--- src/rtl/program_counter_pkg.sv ---
`default_nettype none
// ============================================================================
//  Module      : program_counter_pkg
//  Description : Shared encodings for the program-counter stage.
//                - PC_BASEX_*   : base-address select codes
//                - PC_OFFSETX_* : offset select codes
//                - int_state_t  : interrupt arbitration states
//                - pc_align()   : clears bit 0 so fetch addresses stay
//                                 word aligned
//  Revision    : 1.0 - initial release
// ============================================================================
package program_counter_pkg;

    localparam int C_PC_W = 16;

    // Base select codes. The unused fourth code behaves like PC_BASEX_PC_A.
    localparam logic [1:0] PC_BASEX_PC_A = 2'b00;
    localparam logic [1:0] PC_BASEX_0    = 2'b01;
    localparam logic [1:0] PC_BASEX_ARGB = 2'b10;

    // Offset select codes. The unused fourth code behaves like PC_OFFSETX_0.
    localparam logic [1:0] PC_OFFSETX_0   = 2'b00;
    localparam logic [1:0] PC_OFFSETX_2   = 2'b01;
    localparam logic [1:0] PC_OFFSETX_DIN = 2'b10;

    // Single-level interrupt arbitration states.
    typedef enum logic [1:0] {
        ST_IDLE    = 2'b00,
        ST_PENDING = 2'b01,
        ST_ACTIVE  = 2'b10
    } int_state_t;

    // Force an address onto a word boundary.
    function automatic logic [C_PC_W-1:0] pc_align(input logic [C_PC_W-1:0] addr);
        return {addr[C_PC_W-1:1], 1'b0};
    endfunction

endpackage : program_counter_pkg
`default_nettype wire

--- src/rtl/pc_adder.sv ---
`default_nettype none
// ============================================================================
//  Module      : pc_adder
//  Description : Next-address former. Selects a base and an offset, adds
//                them modulo 2^16 and clears bit 0. Purely combinational.
//  Ports       : i_base_sel  - base select code (PC_BASEX_*)
//                i_off_sel   - offset select code (PC_OFFSETX_*)
//                i_pc_a      - address of the executing instruction
//                i_argb      - register-file B operand
//                i_din       - immediate word from the data bus
//                o_next      - aligned base + offset
//  Revision    : 1.0 - initial release
// ============================================================================
module pc_adder
    import program_counter_pkg::*;
(
    input  logic [1:0]        i_base_sel,
    input  logic [1:0]        i_off_sel,
    input  logic [C_PC_W-1:0] i_pc_a,
    input  logic [C_PC_W-1:0] i_argb,
    input  logic [C_PC_W-1:0] i_din,
    output logic [C_PC_W-1:0] o_next
);

    logic [C_PC_W-1:0] w_base;
    logic [C_PC_W-1:0] w_offset;
    logic [C_PC_W-1:0] w_sum;

    always_comb begin
        w_base = i_pc_a;
        case (i_base_sel)
            PC_BASEX_0:    w_base = '0;
            PC_BASEX_ARGB: w_base = i_argb;
            default:       w_base = i_pc_a;
        endcase
    end

    always_comb begin
        w_offset = '0;
        case (i_off_sel)
            PC_OFFSETX_2:   w_offset = 16'd2;
            PC_OFFSETX_DIN: w_offset = i_din;
            default:        w_offset = '0;
        endcase
    end

    // Carry out of bit 15 is discarded: addresses wrap silently.
    assign w_sum  = w_base + w_offset;
    assign o_next = pc_align(w_sum);

endmodule : pc_adder
`default_nettype wire

--- src/rtl/program_counter.sv ---
`default_nettype none
// ============================================================================
//  Module      : program_counter
//  Description : PC register, executing-instruction address (PC_A) and a
//                single-level interrupt arbiter (vector entry, return
//                address save, return).
//  Ports       : CLK        - clock, rising edge
//                RESET_N    - synchronous active-low reset
//                PC_BASEX   - base select for the next address
//                PC_OFFSETX - offset select for the next address
//                DIN        - immediate word from the data bus
//                ARGB       - register-file B operand
//                PC_LD      - commit PC_NEXT to PC
//                PC_A_LD    - capture PC into PC_A
//                INT_REQ    - level interrupt request
//                RETI       - return-from-interrupt strobe
//                PC         - current fetch address
//                PC_A       - address of the executing instruction
//                PC_NEXT    - combinational base + offset
//                INT_RA     - saved interrupt return address
//                INT_ACK    - one-cycle pulse after vector entry
//                INT_ACTIVE - high while the handler runs
//  Revision    : 1.0 - initial release
// ============================================================================
module program_counter
    import program_counter_pkg::*;
#(
    parameter logic [15:0] RESET_VECTOR = 16'h0000,
    parameter logic [15:0] INT_VECTOR   = 16'h0004
) (
    input  logic        CLK,
    input  logic        RESET_N,
    input  logic [1:0]  PC_BASEX,
    input  logic [1:0]  PC_OFFSETX,
    input  logic [15:0] DIN,
    input  logic [15:0] ARGB,
    input  logic        PC_LD,
    input  logic        PC_A_LD,
    input  logic        INT_REQ,
    input  logic        RETI,
    output logic [15:0] PC,
    output logic [15:0] PC_A,
    output logic [15:0] PC_NEXT,
    output logic [15:0] INT_RA,
    output logic        INT_ACK,
    output logic        INT_ACTIVE
);

    int_state_t  r_state;
    int_state_t  w_state_next;
    logic        w_int_entry;
    logic        w_reti_take;
    logic [15:0] w_next;
    logic [15:0] r_pc;
    logic [15:0] r_pc_a;
    logic [15:0] r_int_ra;
    logic        r_int_ack;

    pc_adder u_pc_adder (
        .i_base_sel (PC_BASEX),
        .i_off_sel  (PC_OFFSETX),
        .i_pc_a     (r_pc_a),
        .i_argb     (ARGB),
        .i_din      (DIN),
        .o_next     (w_next)
    );

    // ------------------------------------------------------------------
    // Interrupt arbiter: state register
    // ------------------------------------------------------------------
    always_ff @(posedge CLK) begin
        if (!RESET_N) begin
            r_state <= ST_IDLE;
        end else begin
            r_state <= w_state_next;
        end
    end

    // ------------------------------------------------------------------
    // Interrupt arbiter: next state and qualified strobes.
    // A request is only sampled in IDLE, so a RETI cycle that also sees
    // INT_REQ lands in IDLE and the request is picked up a cycle later.
    // ------------------------------------------------------------------
    always_comb begin
        w_state_next = r_state;
        w_int_entry  = 1'b0;
        w_reti_take  = 1'b0;
        case (r_state)
            ST_IDLE: begin
                if (INT_REQ) begin
                    w_state_next = ST_PENDING;
                end
            end
            ST_PENDING: begin
                // Once pending, the entry is committed even if the
                // request is withdrawn; it hijacks the next PC load.
                if (PC_LD) begin
                    w_int_entry  = 1'b1;
                    w_state_next = ST_ACTIVE;
                end
            end
            ST_ACTIVE: begin
                if (RETI) begin
                    w_reti_take  = 1'b1;
                    w_state_next = ST_IDLE;
                end
            end
            default: begin
                w_state_next = ST_IDLE;
            end
        endcase
    end

    // ------------------------------------------------------------------
    // PC register: return beats entry beats a normal load.
    // ------------------------------------------------------------------
    always_ff @(posedge CLK) begin
        if (!RESET_N) begin
            r_pc <= RESET_VECTOR;
        end else if (w_reti_take) begin
            r_pc <= r_int_ra;
        end else if (w_int_entry) begin
            r_pc <= INT_VECTOR;
        end else if (PC_LD) begin
            r_pc <= w_next;
        end
    end

    // PC_A samples the pre-edge PC, so a simultaneous load is not seen.
    always_ff @(posedge CLK) begin
        if (!RESET_N) begin
            r_pc_a <= RESET_VECTOR;
        end else if (PC_A_LD) begin
            r_pc_a <= r_pc;
        end
    end

    // The return address is the load target the interrupt displaced.
    always_ff @(posedge CLK) begin
        if (!RESET_N) begin
            r_int_ra  <= '0;
            r_int_ack <= 1'b0;
        end else begin
            r_int_ack <= w_int_entry;
            if (w_int_entry) begin
                r_int_ra <= w_next;
            end
        end
    end

    assign PC         = r_pc;
    assign PC_A       = r_pc_a;
    assign PC_NEXT    = w_next;
    assign INT_RA     = r_int_ra;
    assign INT_ACK    = r_int_ack;
    assign INT_ACTIVE = (r_state == ST_ACTIVE);

endmodule : program_counter
`default_nettype wire
--- config.mk ---
export PLATFORM = sky130hd
export DESIGN_NAME = program_counter
export DESIGN_NICKNAME = d
export VERILOG_FILES = /design/src/rtl/program_counter_pkg.sv /design/src/rtl/pc_adder.sv /design/src/rtl/program_counter.sv
export SDC_FILE = /design/constraint.sdc
export NUM_CORES = 1
export LEC_CHECK = 0
export CAP_MARGIN = 10
export CORE_AREA = 5 5 87 89
export DETAILED_ROUTE_END_ITERATION = 7
export DIE_AREA = 0 0 92 94
export PLACE_DENSITY = 0.86
export SLEW_MARGIN = 20
export SYNTH_ARGS = -nofsm -noshare
export SYNTH_HDL_FRONTEND = slang
export SYNTH_HIERARCHICAL = 1
export SYNTH_SLANG_ARGS = --single-unit
export TNS_END_PERCENT = 10
--- constraint.sdc ---
create_clock -name CLK -period 6.58 [get_ports CLK]
set_input_delay 0.987 -clock CLK [delete_from_list [all_inputs] [get_ports CLK]]
set_output_delay 0.987 -clock CLK [all_outputs]
set_load 0.01 [all_outputs]
==> run summary <==
Final min period -> 5844 ps
First-pass GRT wire length -> 15670 µm
Tcrit/Tclk final -> 88.82%
Num rows -> 30
Gpl congestion -> 0.9089
Pleak -> 0.001739 µW
Number of cells on the worst hold path -> 2
CTS tree -> yes
Crit path kind -> input pin to output pin
Die width -> 92 µm
Routed wire length -> 9648 µm
Yosys warning count -> 6
Total gr overflow -> 0
Crit path arrival time -> 4860 ps
Setup tns final -> 0 ps
Vias in the first global route -> 3211
Mapped Avg Cell Area -> 8.543 µm²
Req. time, crit path -> 5590 ps
Die Ht -> 94 µm
Area contributors post-synth -> dfxtp_1, nand2_1, ha_1, mux2i_1, o221ai_2
Outcome -> completed
RSZ-0062 raised after global routing -> false
Layout area overhead -> 34.71%
Synth cell types -> 53
Postcts setup bufs -> 0
Ys async rst share -> 0%
Post-synthesis instance total -> 389
Initial antenna violation count -> 0
Sequential area share after synthesis -> 30.72%
Clock sinks -> 51
Setup crit end -> PC_NEXT[13]
Routed len/inst -> 17.17 µm
Starting DRT DRC Count -> 148
Commonest cells in the netlist -> nand2_1, dfxtp_1, inv_1, nor2b_1
Pre-antenna DRT Iters -> 4
Post-DP Area -> 4370 µm²
Crit path cell chain -> clkdlybuf4s50_1, inv_1, ha_1, nor2b_1, buf_4, a22o_1, ha_1, a21o_1, o21bai_1, o21ai_1, nor2_1, a211oi_1, clkdlybuf4s50_1
Crit start category -> input pin
Share of layout cells above drive strength 1 -> 7.054%
RR Endpoint -> INT_RA[10]$_SDFFE_PN0P_
Htree depth -> 2
Peak supply drop -> 180.0 µV
CP top delay family -> compound AO/OA/AOI/OAI gates
Port Buffer Count -> 106
Worst-path clk slew -> 80 ps
Worst path buffer plus inverter count -> 4
Final Cell Area -> 4477 µm²
Count leader, synth -> nand2_1
# diodes -> 0
Flop2flop setup slack -> 3960 ps
Critical path's slowest cell -> clkdlybuf4s50_1
Worst path depth -> 13
Max-slew headroom -> 38.32%
CORE AREA -> 6681 µm²
DP Wirelength -> 7571 µm
Post-Syn Nets -> 449
Cts hold-fix bufs -> 0
Crit path max fanout -> 19
Setup violations, final -> 0
RR Startpoint -> PC_A[0]$_SDFFE_PN0P_
I/O pins -> 108
Crit path launch -> PC_BASEX[0]
Slew @ Worst Pin -> 922.3 ps
Maxcap violations -> 0
CTS Buf Count -> 5
Largest net degree at the start of global routing -> 55
Max Freq -> 171.1 MHz
Clock latency on the worst-skew pair -> 310 ps
Pwr Density -> 155.5 nW/µm²
Initial Util -> 49.74%
Final hold vios -> 0
Drt drc -> 0
Dominant synthesized flop cell -> dfxtp_1
Final #Nets -> 541
Slew Limit Fails -> 0
Post-DRT Antenna Nets -> 0
Hold Path Class -> flip-flop to flip-flop
GR Util All Layers -> 22.57%
Fin Clk Skew -> 7.217 ps
Mapped Area -> 3323 µm²
Final core utilization -> 67.00%
Crit. End Element -> output pin
Top cell type's share of synthesized area -> 30.72%
Post-synth top area cell -> dfxtp_1
Worst-case clock buffer depth -> 2
Post-CTS sizing -> 0
Via density -> 5.541
Clock Root Buffer -> clkbuf_8
Die ar. -> 8648 µm²
Seq cells post-synth -> 51
FF-to-FF path depth -> 11
Slowest stage delay, CP -> 640 ps
Number of synthesized flops with an enable pin -> 0
DR vias -> 3114
==> kinds of logic (layout without fill, tap and decap cells) <==
kind of cell / count (synthesis) / after routing / synth area share [%]
compound gates: 88 / 88 / 23.27
xor+xnor: 13 / 13 / 3.426
fa+ha+maj: 18 / 18 / 7.003
buf+inv: 48 / 141 / 6.815
flops: 51 / 51 / 30.72
mux: 18 / 18 / 5.422
other cells: 1 / 1 / 0.1128
simple gates: 152 / 152 / 23.23
==> area by class of cell <==
type	count	area (µm²)
multi-input combinational	290	2078
tap	80	100.1
clock buffer	7	96.34
fill	558	2205
timing repair buffer	109	1084
inverter	24	90.09
clock inverter	1	7.507
sequential	51	1021
==> stage by stage <==
stage | hold slack, ps | cells | power, µW | setup WS [ps]
4_1_cts | 487.1 | 562 | 699.6 | 730.0
5_1_grt | 517.5 | 562 | 724.7 | 509.3
3_3_place_gp | 469.9 | 554 | 500.0 | 863.7
3_5_place_dp | 473.4 | 554 | 503.0 | 740.4
6_report | 486.9 | 562 | 695.9 | 735.8
2_1_floorplan | 461.4 | 389 | 424.0 | 2088
==> worst min path at each step <==
stage	slack, ps	from	endpoint
global route	520	INT_RA[9]$_SDFFE_PN0P_	INT_RA[9]$_SDFFE_PN0P_
detailed placement	470	INT_RA[1]$_SDFFE_PN0P_	INT_RA[1]$_SDFFE_PN0P_
floorplan	460	r_state[1]$_SDFFE_PN0P_	r_state[0]$_SDFFE_PN0P_
global placement	470	INT_RA[8]$_SDFFE_PN0P_	INT_RA[8]$_SDFFE_PN0P_
finish	490	INT_RA[1]$_SDFFE_PN0P_	INT_RA[1]$_SDFFE_PN0P_
CTS	490	INT_RA[1]$_SDFFE_PN0P_	INT_RA[1]$_SDFFE_PN0P_
==> worst min-delay path: cells and delay by family (launching register included) <==
kind / cells / cell delay, ps
flip-flops: 1 / 330
AO/OA/AOI/OAI: 1 / 60
AND/OR/NAND/NOR: 1 / 50
==> cell usage in the layout, fill, tap and decap left out, types with 2 or more instances in the layout <==
cell and n:
a21boi_0 18, a21o_1 4, a21oi_1 7, a21oi_2 4, a22o_1 13, and2_1 15
and3b_1 2, buf_4 3, clkbuf_8 7, clkdlybuf4s50_1 106, dfxtp_1 51, ha_1 17
inv_1 24, mux2i_1 18, nand2_1 68, nand2b_1 3, nand3_1 18, nand4_1 3
nor2_1 11, nor2b_1 20, nor3b_1 2, o211ai_1 2, o21a_1 5, o21ai_0 4
o21bai_1 2, o221ai_1 7, o221ai_2 10, or3_1 2, xnor2_1 8, xor2_1 5
==> routing by layer <==
metal | share of wire [%] | track usage [%] | wire, µm
met1 | 43 | 28.34 | 4148
met2 | 50 | 39.05 | 4817
met3 | 5.2 | 4.327 | 506
met4 | 1.8 | 7.054 | 176
met5 | 0 | 0 | 0
==> flip-flops by register name, indices dropped and copies added (netlist names) <==
| signal | flops |
|---|---|
| PC | 16 |
| r_state | 2 |
| INT_ACK | 1 |
| INT_RA | 16 |
| PC_A | 16 |
==> power breakdown <==
| group | leakage (µW) | internal [µW] | switching [µW] |
|---|---|---|---|
| combinational | 0.00128 | 86.3 | 83.4 |
| sequential | 0.000413 | 318 | 9.33 |
| clock | 0.0000505 | 95.7 | 103 |
(Power assumes the default switching activity.)
